[src/rtl/reference_reader_if.sv]
// Bus bundle for reference_reader: read request/return port towards the
// reference sample buffer and the valid/ready I/Q stream towards the correlator.
interface reference_reader_if #(
   parameter int index_bits = 4,
   parameter int i_bits     = 12,
   parameter int q_bits     = 12
);
   logic [index_bits-1:0]    rd_addr;
   logic                     rd_addr_valid;
   logic                     rd_data_ready;
   logic signed [i_bits-1:0] rd_i;
   logic signed [q_bits-1:0] rd_q;
   logic                     rd_data_valid;
   logic signed [i_bits-1:0] out_i;
   logic signed [q_bits-1:0] out_q;
   logic                     out_valid;
   logic                     out_ready;
   logic                     out_last;

   modport master (
      output rd_addr, rd_addr_valid, rd_data_ready, out_i, out_q, out_valid, out_last,
      input  rd_i, rd_q, rd_data_valid, out_ready
   );

   modport slave (
      input  rd_addr, rd_addr_valid, rd_data_ready, out_i, out_q, out_valid, out_last,
      output rd_i, rd_q, rd_data_valid, out_ready
   );
endinterface

[src/rtl/reference_reader.sv]
// Sweeps the reference buffer from a programmable offset (wrapping at buffer_length)
// and streams the returned I/Q samples through a credit-protected output FIFO.
// Optional feature: define REF_READER_CONJ_EN to emit the saturated conjugate (out_q = -rd_q).
module reference_reader #(
   parameter int buffer_length = 10,
   parameter int index_bits    = 4,
   parameter int i_bits        = 12,
   parameter int q_bits        = 12,
   parameter int fifo_depth    = 4
) (
   input  logic                  clk,
   input  logic                  rst_n,
   input  logic                  start,
   input  logic [index_bits-1:0] offset,
   input  logic [index_bits:0]   count,
   output logic                  busy,
   output logic                  done,
   output logic                  err,
   reference_reader_if.master    bus
);
   localparam int ptr_bits = $clog2(fifo_depth);
   localparam int occ_bits = ptr_bits + 1;

   localparam logic [index_bits:0]   len_c   = (index_bits+1)'(buffer_length);
   localparam logic [index_bits-1:0] top_c   = index_bits'(buffer_length - 1);
   localparam logic [index_bits-1:0] idx_one = index_bits'(1);
   localparam logic [index_bits:0]   cnt_one = (index_bits+1)'(1);
   localparam logic [occ_bits-1:0]   occ_one = occ_bits'(1);
   localparam logic [ptr_bits-1:0]   ptr_one = ptr_bits'(1);
   localparam logic [occ_bits:0]     depth_c = (occ_bits+1)'(fifo_depth);

   typedef enum logic [1:0] {IDLE, ISSUE, DRAIN} state_t;

   typedef struct packed {
      logic signed [i_bits-1:0] i;
      logic signed [q_bits-1:0] q;
      logic                     last;
   } entry_t;

   state_t                   state_q, state_nxt;
   logic [index_bits-1:0]    addr_q;
   logic [index_bits:0]      count_q, issued_q, returned_q;
   logic [occ_bits-1:0]      outstanding_q, fifo_count_q;
   logic [ptr_bits-1:0]      wr_ptr_q, rd_ptr_q;
   entry_t                   mem [fifo_depth];
   entry_t                   head, push_entry;
   logic signed [q_bits-1:0] push_q;
   logic [occ_bits:0]        in_flight;
   logic                     load, issue, push, pop, has_data;
   logic                     busy_nxt, done_nxt, err_nxt;

   // Credits: every issued request already owns a FIFO slot, so returns never stall.
   assign in_flight = {1'b0, outstanding_q} + {1'b0, fifo_count_q};
   assign has_data  = (fifo_count_q != '0);
   assign push      = bus.rd_data_valid && (outstanding_q != '0);
   assign pop       = has_data && bus.out_ready;

`ifdef REF_READER_CONJ_EN
   localparam logic signed [q_bits-1:0] q_min = {1'b1, {(q_bits-1){1'b0}}};
   localparam logic signed [q_bits-1:0] q_max = {1'b0, {(q_bits-1){1'b1}}};
   assign push_q = (bus.rd_q == q_min) ? q_max : -bus.rd_q;
`else
   assign push_q = bus.rd_q;
`endif

   assign push_entry.i    = bus.rd_i;
   assign push_entry.q    = push_q;
   assign push_entry.last = ((returned_q + cnt_one) == count_q);

   // NOTE: every output of this block gets a default before the case statement,
   // so no path leaves a signal unassigned and no latch is inferred.
   always_comb begin
      state_nxt = state_q;
      load      = 1'b0;
      issue     = 1'b0;
      busy_nxt  = busy;
      done_nxt  = 1'b0;
      err_nxt   = 1'b0;
      case (state_q)
         IDLE: begin
            if (start) begin
               if (({1'b0, offset} >= len_c) || (count > len_c)) begin
                  err_nxt = 1'b1;
               end else if (count == '0) begin
                  done_nxt = 1'b1;
               end else begin
                  load      = 1'b1;
                  busy_nxt  = 1'b1;
                  state_nxt = ISSUE;
               end
            end
         end
         ISSUE: begin
            if (in_flight < depth_c) begin
               issue = 1'b1;
               if ((issued_q + cnt_one) == count_q) state_nxt = DRAIN;
            end
         end
         DRAIN: begin
            if ((outstanding_q == '0) && !has_data) begin
               done_nxt  = 1'b1;
               busy_nxt  = 1'b0;
               state_nxt = IDLE;
            end
         end
         default: state_nxt = IDLE;
      endcase
   end

   // NOTE: state is updated with non-blocking assignments so every register
   // samples the pre-edge value of every other register, whatever the block order.
   always_ff @(posedge clk or negedge rst_n) begin
      if (!rst_n) begin
         state_q <= IDLE;
         busy    <= 1'b0;
         done    <= 1'b0;
         err     <= 1'b0;
      end else begin
         state_q <= state_nxt;
         busy    <= busy_nxt;
         done    <= done_nxt;
         err     <= err_nxt;
      end
   end

   always_ff @(posedge clk or negedge rst_n) begin
      if (!rst_n) begin
         addr_q        <= '0;
         count_q       <= '0;
         issued_q      <= '0;
         returned_q    <= '0;
         outstanding_q <= '0;
         fifo_count_q  <= '0;
         wr_ptr_q      <= '0;
         rd_ptr_q      <= '0;
      end else begin
         if (load) begin
            addr_q     <= offset;
            count_q    <= count;
            issued_q   <= '0;
            returned_q <= '0;
         end else begin
            if (issue) begin
               addr_q   <= (addr_q == top_c) ? '0 : addr_q + idx_one;
               issued_q <= issued_q + cnt_one;
            end
            if (push) returned_q <= returned_q + cnt_one;
         end

         case ({issue, push})
            2'b10:   outstanding_q <= outstanding_q + occ_one;
            2'b01:   outstanding_q <= outstanding_q - occ_one;
            default: outstanding_q <= outstanding_q;
         endcase

         if (push) wr_ptr_q <= wr_ptr_q + ptr_one;
         if (pop)  rd_ptr_q <= rd_ptr_q + ptr_one;

         case ({push, pop})
            2'b10:   fifo_count_q <= fifo_count_q + occ_one;
            2'b01:   fifo_count_q <= fifo_count_q - occ_one;
            default: fifo_count_q <= fifo_count_q;
         endcase
      end
   end

   // NOTE: FIFO storage is deliberately not reset; the stream outputs are gated
   // by occupancy, so a stale entry can never become visible.
   always_ff @(posedge clk) begin
      if (push) mem[wr_ptr_q] <= push_entry;
   end

   assign head              = mem[rd_ptr_q];
   assign bus.out_valid     = has_data;
   assign bus.out_i         = has_data ? head.i : '0;
   assign bus.out_q         = has_data ? head.q : '0;
   assign bus.out_last      = has_data && head.last;
   assign bus.rd_addr       = addr_q;
   assign bus.rd_addr_valid = issue;
   assign bus.rd_data_ready = 1'b1;
endmodule

[src/flat_wrapper.sv]
// flat-port wrapper written by rule: the top's interface ports become plain ports
module reference_reader_flat 
#(
   parameter int buffer_length = 10,
   parameter int index_bits    = 4,
   parameter int i_bits        = 12,
   parameter int q_bits        = 12,
   parameter int fifo_depth    = 4
)
  (clk, rst_n, start, offset, count, busy, done, err, bus_rd_addr, bus_rd_addr_valid, bus_rd_data_ready, bus_out_i, bus_out_q, bus_out_valid, bus_out_last, bus_rd_i, bus_rd_q, bus_rd_data_valid, bus_out_ready);
  reference_reader_if #(.index_bits(index_bits), .i_bits(i_bits), .q_bits(q_bits)) bus_i ();
  input  logic clk;
  input  logic rst_n;
  input  logic start;
  input  logic [index_bits-1:0] offset;
  input  logic [index_bits:0] count;
  output logic busy;
  output logic done;
  output logic err;
  output wire logic [$bits(bus_i.rd_addr)-1:0] bus_rd_addr;
  output wire logic [$bits(bus_i.rd_addr_valid)-1:0] bus_rd_addr_valid;
  output wire logic [$bits(bus_i.rd_data_ready)-1:0] bus_rd_data_ready;
  output wire logic [$bits(bus_i.out_i)-1:0] bus_out_i;
  output wire logic [$bits(bus_i.out_q)-1:0] bus_out_q;
  output wire logic [$bits(bus_i.out_valid)-1:0] bus_out_valid;
  output wire logic [$bits(bus_i.out_last)-1:0] bus_out_last;
  input wire logic [$bits(bus_i.rd_i)-1:0] bus_rd_i;
  input wire logic [$bits(bus_i.rd_q)-1:0] bus_rd_q;
  input wire logic [$bits(bus_i.rd_data_valid)-1:0] bus_rd_data_valid;
  input wire logic [$bits(bus_i.out_ready)-1:0] bus_out_ready;
  assign bus_rd_addr = bus_i.rd_addr;
  assign bus_rd_addr_valid = bus_i.rd_addr_valid;
  assign bus_rd_data_ready = bus_i.rd_data_ready;
  assign bus_out_i = bus_i.out_i;
  assign bus_out_q = bus_i.out_q;
  assign bus_out_valid = bus_i.out_valid;
  assign bus_out_last = bus_i.out_last;
  assign bus_i.rd_i = bus_rd_i;
  assign bus_i.rd_q = bus_rd_q;
  assign bus_i.rd_data_valid = bus_rd_data_valid;
  assign bus_i.out_ready = bus_out_ready;
  reference_reader #(.buffer_length(buffer_length), .index_bits(index_bits), .i_bits(i_bits), .q_bits(q_bits), .fifo_depth(fifo_depth)) u_core (.clk(clk), .rst_n(rst_n), .start(start), .offset(offset), .count(count), .busy(busy), .done(done), .err(err), .bus(bus_i));
endmodule
[config.mk]
export PLATFORM = sky130hd
export DESIGN_NAME = reference_reader_flat
export DESIGN_NICKNAME = d
export VERILOG_FILES = /design/src/rtl/reference_reader_if.sv /design/src/rtl/reference_reader.sv /design/src/flat_wrapper.sv
export SDC_FILE = /design/constraint.sdc
export NUM_CORES = 1
export LEC_CHECK = 0
export CORE_MARGIN = 4
export CORE_UTILIZATION = 55
export DETAILED_ROUTE_END_ITERATION = 8
export PLACE_DENSITY = 0.79
export RECOVER_POWER = 50
export SLEW_MARGIN = 30
export SYNTH_ARGS = -nofsm -noshare
export SYNTH_HDL_FRONTEND = slang
export SYNTH_SLANG_ARGS = --single-unit
[constraint.sdc]
create_clock -name clk -period 3 [get_ports clk]
set_input_delay 0.6 -clock clk [delete_from_list [all_inputs] [get_ports clk]]
set_output_delay 0.6 -clock clk [all_outputs]
set_load 0.02 [all_outputs]
Word-level counts from Yosys, hierarchy flattened
Memories as Yosys holds them, arrays and structs flattened.
Index checks and enable logic that the tools add are counted.
- shift operators: 0
- muxes and demuxes: 39
- $add $sub $neg: 10
- magnitude comparators: 3
- bitwise logic cells: 0
- multipliers: 0
- reduce and logical (&&, ||, !) cells: 18
- div/mod/pow operators: 0
- equality and inequality tests: 15
- operator list (kind ; count):
    $mux W12 ; 2
    $mux W5 ; 4
    $mux W1 ; 19
    $mux W2 ; 6
    $mux W4 ; 3
    $pmux W3 S2 ; 2
    $add A5 B1 Y5 const B ; 2
    $eq A5 B5 Y1 ; 2
    $reduce_bool A2 Y1 ; 5
    $add A3 B1 Y3 const B ; 2
    $eq A2 B1 Y1 const B ; 3
    $eq A2 B2 Y1 const B ; 3
    $ne A2 B1 Y1 const B ; 3
    $ne A2 B2 Y1 const B ; 3
    $pmux W2 S3 ; 1
    $reduce_and A6 Y1 ; 1
    $reduce_bool A3 Y1 ; 2
    $sub A3 B1 Y3 const B ; 2
    $gt A5 B4 Y1 const B ; 1
    $logic_not A5 Y1 ; 1
    $reduce_and A5 Y1 ; 1
    $add A2 B1 Y2 const B ; 2
    $add A3 B3 Y4 ; 1
    $add A4 B1 Y4 const B ; 1
    other kinds (9) ; 13
- memory bits (writable): 100
- output and inout bits: 35
- memory bits (read-only): 0
- bits in registers: 34
- memories kept: 1
- word-level logic and storage cells: 98
- bits in latches: 0
- input bits: 38
- memories (memory ; words ; width ; rd ports ; clocked after memory_dff ; wr ports ; RTL line ; RTL):
    u_core.mem ; 4 ; 25 ; 1 ; 0 ; 1 ; reference_reader.sv:45 ; entry_t mem [fifo_depth];

Depth between registers and ports, before layout
- depth in word-level cells: 6
- gate-level depth with buffers: 9
- depth with buffers taken out: 9

Worst setup path after synthesis
Ideal clock, no wire load.
- path kind: input port to flip-flop
- start point: in bus_rd_data_valid
- end point: reg u_core.outstanding_q[2]
- buffers on the path: 1
- arrival time: 2146 ps
- required time: 2921 ps
- setup slack: 775 ps
- library setup time: 79 ps
- stages on the path: 9
- path through: o31ai_1 inv_1 clkbuf_1 ha_1 inv_1 fa_1 xor2_1 nor2_1 xor2_1
- cells in the longest elaborated chain, start to end: 3
- elaborated cells on any way between the ends: 5
- classes of those cells: eq/ne: 2; mux: 1; reduce/logical: 2
- ends and longest elaborated chain (what ; RTL line ; RTL):
    from (decl) ; flat_wrapper.sv:29 ; input wire logic [$bits(bus_i.rd_data_valid)-1:0] bus_rd_data_valid;
    $logic_and A1 B1 Y1 * ; reference_reader.sv:55 ; assign push = bus.rd_data_valid && (outstanding_q != '0);
    net u_core.push ; reference_reader.sv:49 ; logic load, issue, push, pop, has_data;
    $eq A2 B1 Y1 or $eq A2 B2 Y1 (tied branches) ; reference_reader.sv:150 ; case ({issue, push})
    $pmux W3 S2 or $reduce_bool A2 Y1 (tied branches) ; -- ;
    to (signal assigned) ; reference_reader.sv:151 ; 2'b10: outstanding_q <= outstanding_q + occ_one;
    to (signal assigned) ; reference_reader.sv:152 ; 2'b01: outstanding_q <= outstanding_q - occ_one;
    to (signal assigned) ; reference_reader.sv:153 ; default: outstanding_q <= outstanding_q;
    to (decl) ; reference_reader.sv:43 ; logic [occ_bits-1:0] outstanding_q, fifo_count_q;
The timed path passes the listed nets; every way through them passes the cells marked *.
A chain may end at the register's enable or synchronous reset.

Worst setup path after layout
- start point: reg u_core.fifo_count_q[0]
- end point: out bus_out_valid
- cells in the longest elaborated chain, start to end: 1
- ends and longest elaborated chain (what ; RTL line ; RTL):
    from (decl) ; reference_reader.sv:43 ;
    from (signal assigned) ; reference_reader.sv:160 ; 2'b10: fifo_count_q <= fifo_count_q + occ_one;
    from (signal assigned) ; reference_reader.sv:161 ; 2'b01: fifo_count_q <= fifo_count_q - occ_one;
    from (signal assigned) ; reference_reader.sv:162 ; default: fifo_count_q <= fifo_count_q;
    $reduce_bool A3 Y1 ; reference_reader.sv:54 ; assign has_data = (fifo_count_q != '0);
    to (decl) ; flat_wrapper.sv:25 ; output wire logic [$bits(bus_i.out_valid)-1:0] bus_out_valid;
Every way passes these cells.

==> flow_summary.ini <==
[grt]
overflow = 0
grt_pass1_vias = 3537
grt_max_degree = 35
grt_antenna_before_repair = 0
grt_usage_pct = 20.6
grt_pass1_wl_mm = 18.2

[timing]
skew_ns = 0.00539
tns_ns = 0
maxSlewViolCount = 35
setup_ws_ns = 0.162
worst_pin_slew_ns = 1.85
hold_viol_final = 0
rsz0062_at_grt = no
max_freq_mhz = 352
fin_crit_sh_pct = 94.6
setup_viol = 0
period_minus_slack_ns = 2.84
relSlewSlack_pct = -23.1

[synth]
synthTopCellsByCount = 100 x edfxtp_1, 34 x dfrtp_1, 31 x and2_1
synthesis.nets = 399
synth-async-reset-ratio_pct = 25.4
ys_seq_area_share_pct = 67.1
synthTopCellsByArea = edfxtp_1 52%, dfrtp_1 15%, mux4_2 9.8%
synth_cell_types = 50
synth_area_per_cell_um2 = 16.5
postSynthCellCount = 349
synth_edf_count = 100
synth.top_cell.area_share_pct = 52.3
synth_top_area_cell = edfxtp_1
synth.most_common_cell = edfxtp_1
yosys_most_used_dff = edfxtp_1
synth_area_um2 = 5750
synth-seq-cells = 134
yosysWarnings = 0

[clocking]
clk_latency_ns = 0.51
tritoncts = yes
cts_buffer_depth = 2
cts.hold.buffers_added = 0
cts_root_buf = clkbuf_8
cts_max_level = 4
cts.sinks = 134
cts_buffers = 17
clk_pin_slew_ns = 0.06

[job]
drv_cap = 1

[run_status]
status = finished, violations left
violations = max-capacitance violations, max-slew violations

[floorplanning]
die_h_um = 110
ioPinCount = 73
fp.dieW_um = 110
start_util_pct = 56.2
core_area_um2 = 10200
num_rows = 37
fp.dieArea_um2 = 12100

[detailed_routing]
viasPerCell = 5.56
dr.pass1.iters = 4
drc = 0
post_drt_wl_per_cell_um = 19.3
totalWireLength_mm = 11.4
vias = 3291
drt_iter0_markers = 233
final_antenna_net_count = 0

[place]
portBuffers = 71
dp_hpwl_mm = 7.31
routabilityCongestion = 0.771
dp_slack_ns = 0.437

[worst_setup_path]
worstPathCellList = nor3_1 > inv_1 > buf_4 > clkdlybuf4s50_1
cp_max_fo = 27
crit_type = flip-flop to primary output
path_buf_inv = 3
slowest_delay_ns = 0.57
crit_required_ns = 2.40
worstSetupEndpointType = primary output
crit_slowest_cell = clkdlybuf4s50_1
worstPathArrival_ns = 2.24
critical_path.top_delay_family = buffers and inverters
reg2reg_slack_ns = 0.51
reg2reg_from = u_core.outstanding_q[2]
r2r_cells = 10
timing.rr.end = u_core.outstanding_q[2]
start_kind = flip-flop

[final_layout]
drive_above_1_share_pct = 16.4
antennaDiodeCount = 0
fin_nets = 493
area_growth_pct = 27.0

[power_and_ir_drop]
ir_worst_vdd_mv = 0.586
power_density_nw_per_um2 = 1120
power_leakage_nw = 2.75

[hold_path]
holdPathStages = 1
min_from = u_core.fifo_count_q[2]
hold_end = u_core.fifo_count_q[2]
holdCritPathClass = flip-flop to flip-flop
[worst max-delay path by stage]
stage / depth (start not counted) / to / start / slack [ns]
floorplan: 9 / u_core.outstanding_q[2] / bus_rd_data_valid / 0.78
global placement: 6 / u_core.bus.rd_addr[0] / count[1] / 0.48
detailed placement: 6 / u_core.bus.rd_addr[1] / count[1] / 0.44
CTS: 5 / bus_rd_addr_valid / u_core.outstanding_q[2] / 0.04
global route: 4 / bus_out_valid / u_core.fifo_count_q[0] / 0.05
finish: 4 / bus_out_valid / u_core.fifo_count_q[0] / 0.16
[what timing repair did]
item / 4_1_cts / 5_1_grt
gates resized for setup: 26 / 1
buffers inserted: 0 / 0
hold endpoints to repair: 0 / 0
setup endpoints to repair: 26 / 1
gates cloned: 0 / 0
[logic make-up (layout without fill, tap and decap cells)]
kind of cell             after synthesis  count (layout)  synth area share, %
adder cells (fa/ha/maj)               12              12                 2.87
XOR/XNOR                              27              27                 4.12
buffers and inverters                 27             134                 2.09
other                                  1               1               0.0653
AO/OA/AOI/OAI                         28              28                 3.55
multiplexers                          35              35                 11.7
flip-flops                           134             134                 67.1
AND/OR/NAND/NOR                       85              85                 8.54
[area by class of cell]
| class | count | area (µm²) |
|---|---|---|
| flip-flops and latches | 134 | 3850 |
| fillers | 669 | 2930 |
| multi-input cells | 188 | 1760 |
| repair buffers | 88 | 811 |
| clock buffers | 18 | 418 |
| clock inverters | 14 | 230 |
| well taps | 136 | 170 |
| inverters | 14 | 52.6 |
[stage by stage]
step / power (mW) / cell area, µm² / cells / hold slack (ns) / util (%)
3_5_place_dp: 6.13 / 6700 / 560 / 0.502 / 65.5
4_1_cts: 8.27 / 7320 / 592 / 0.487 / 71.6
3_3_place_gp: 6.01 / 6700 / 560 / 0.491 / 65.5
6_report: 8.14 / 7300 / 592 / 0.506 / 71.3
5_1_grt: 8.59 / 7300 / 592 / 0.519 / 71.3
2_1_floorplan: 4.87 / 5750 / 349 / 0.304 / -
[state kept, by name, indices dropped and copies added (netlist names)]
name                  flops
u_core.bus.rd_addr        4
u_core.wr_ptr_q           2
u_core.fifo_count_q       3
u_core.mem              100
u_core.state_q            2
u_core.outstanding_q      3
u_core.err                1
u_core.done               1
u_core.issued_q           5
u_core.rd_ptr_q           2
u_core.count_q            5
u_core.busy               1
u_core.returned_q         5
[cells in the final DEF, fill, tap and decap left out, types with 15 or more instances in the layout]
cell type        count
clkdlybuf4s50_1     19
dlygate4sd2_1       25
xnor2_1             15
mux4_2              25
nor2_1              15
edfxtp_1           100
and2_1              30
clkbuf_16           16
dlygate4sd3_1       26
dfrtp_1             33
[report_power, final]
group          internal (mW)  switching, mW  total, mW
sequential              2.52          0.327       2.85
clock                   1.51          0.745       2.26
combinational           1.43           1.60       3.04
total                   5.46           2.68       8.14
[per-layer routing]
metal	GRT usage, %	vias to the layer above	wire length (µm)
met5	0	-	0
met4	6.95	0	125
met3	4.89	12	615
met2	35.9	113	5960
met1	25.4	1669	4720
li1	-	1497	-
Power figures use the tool's default switching activity.
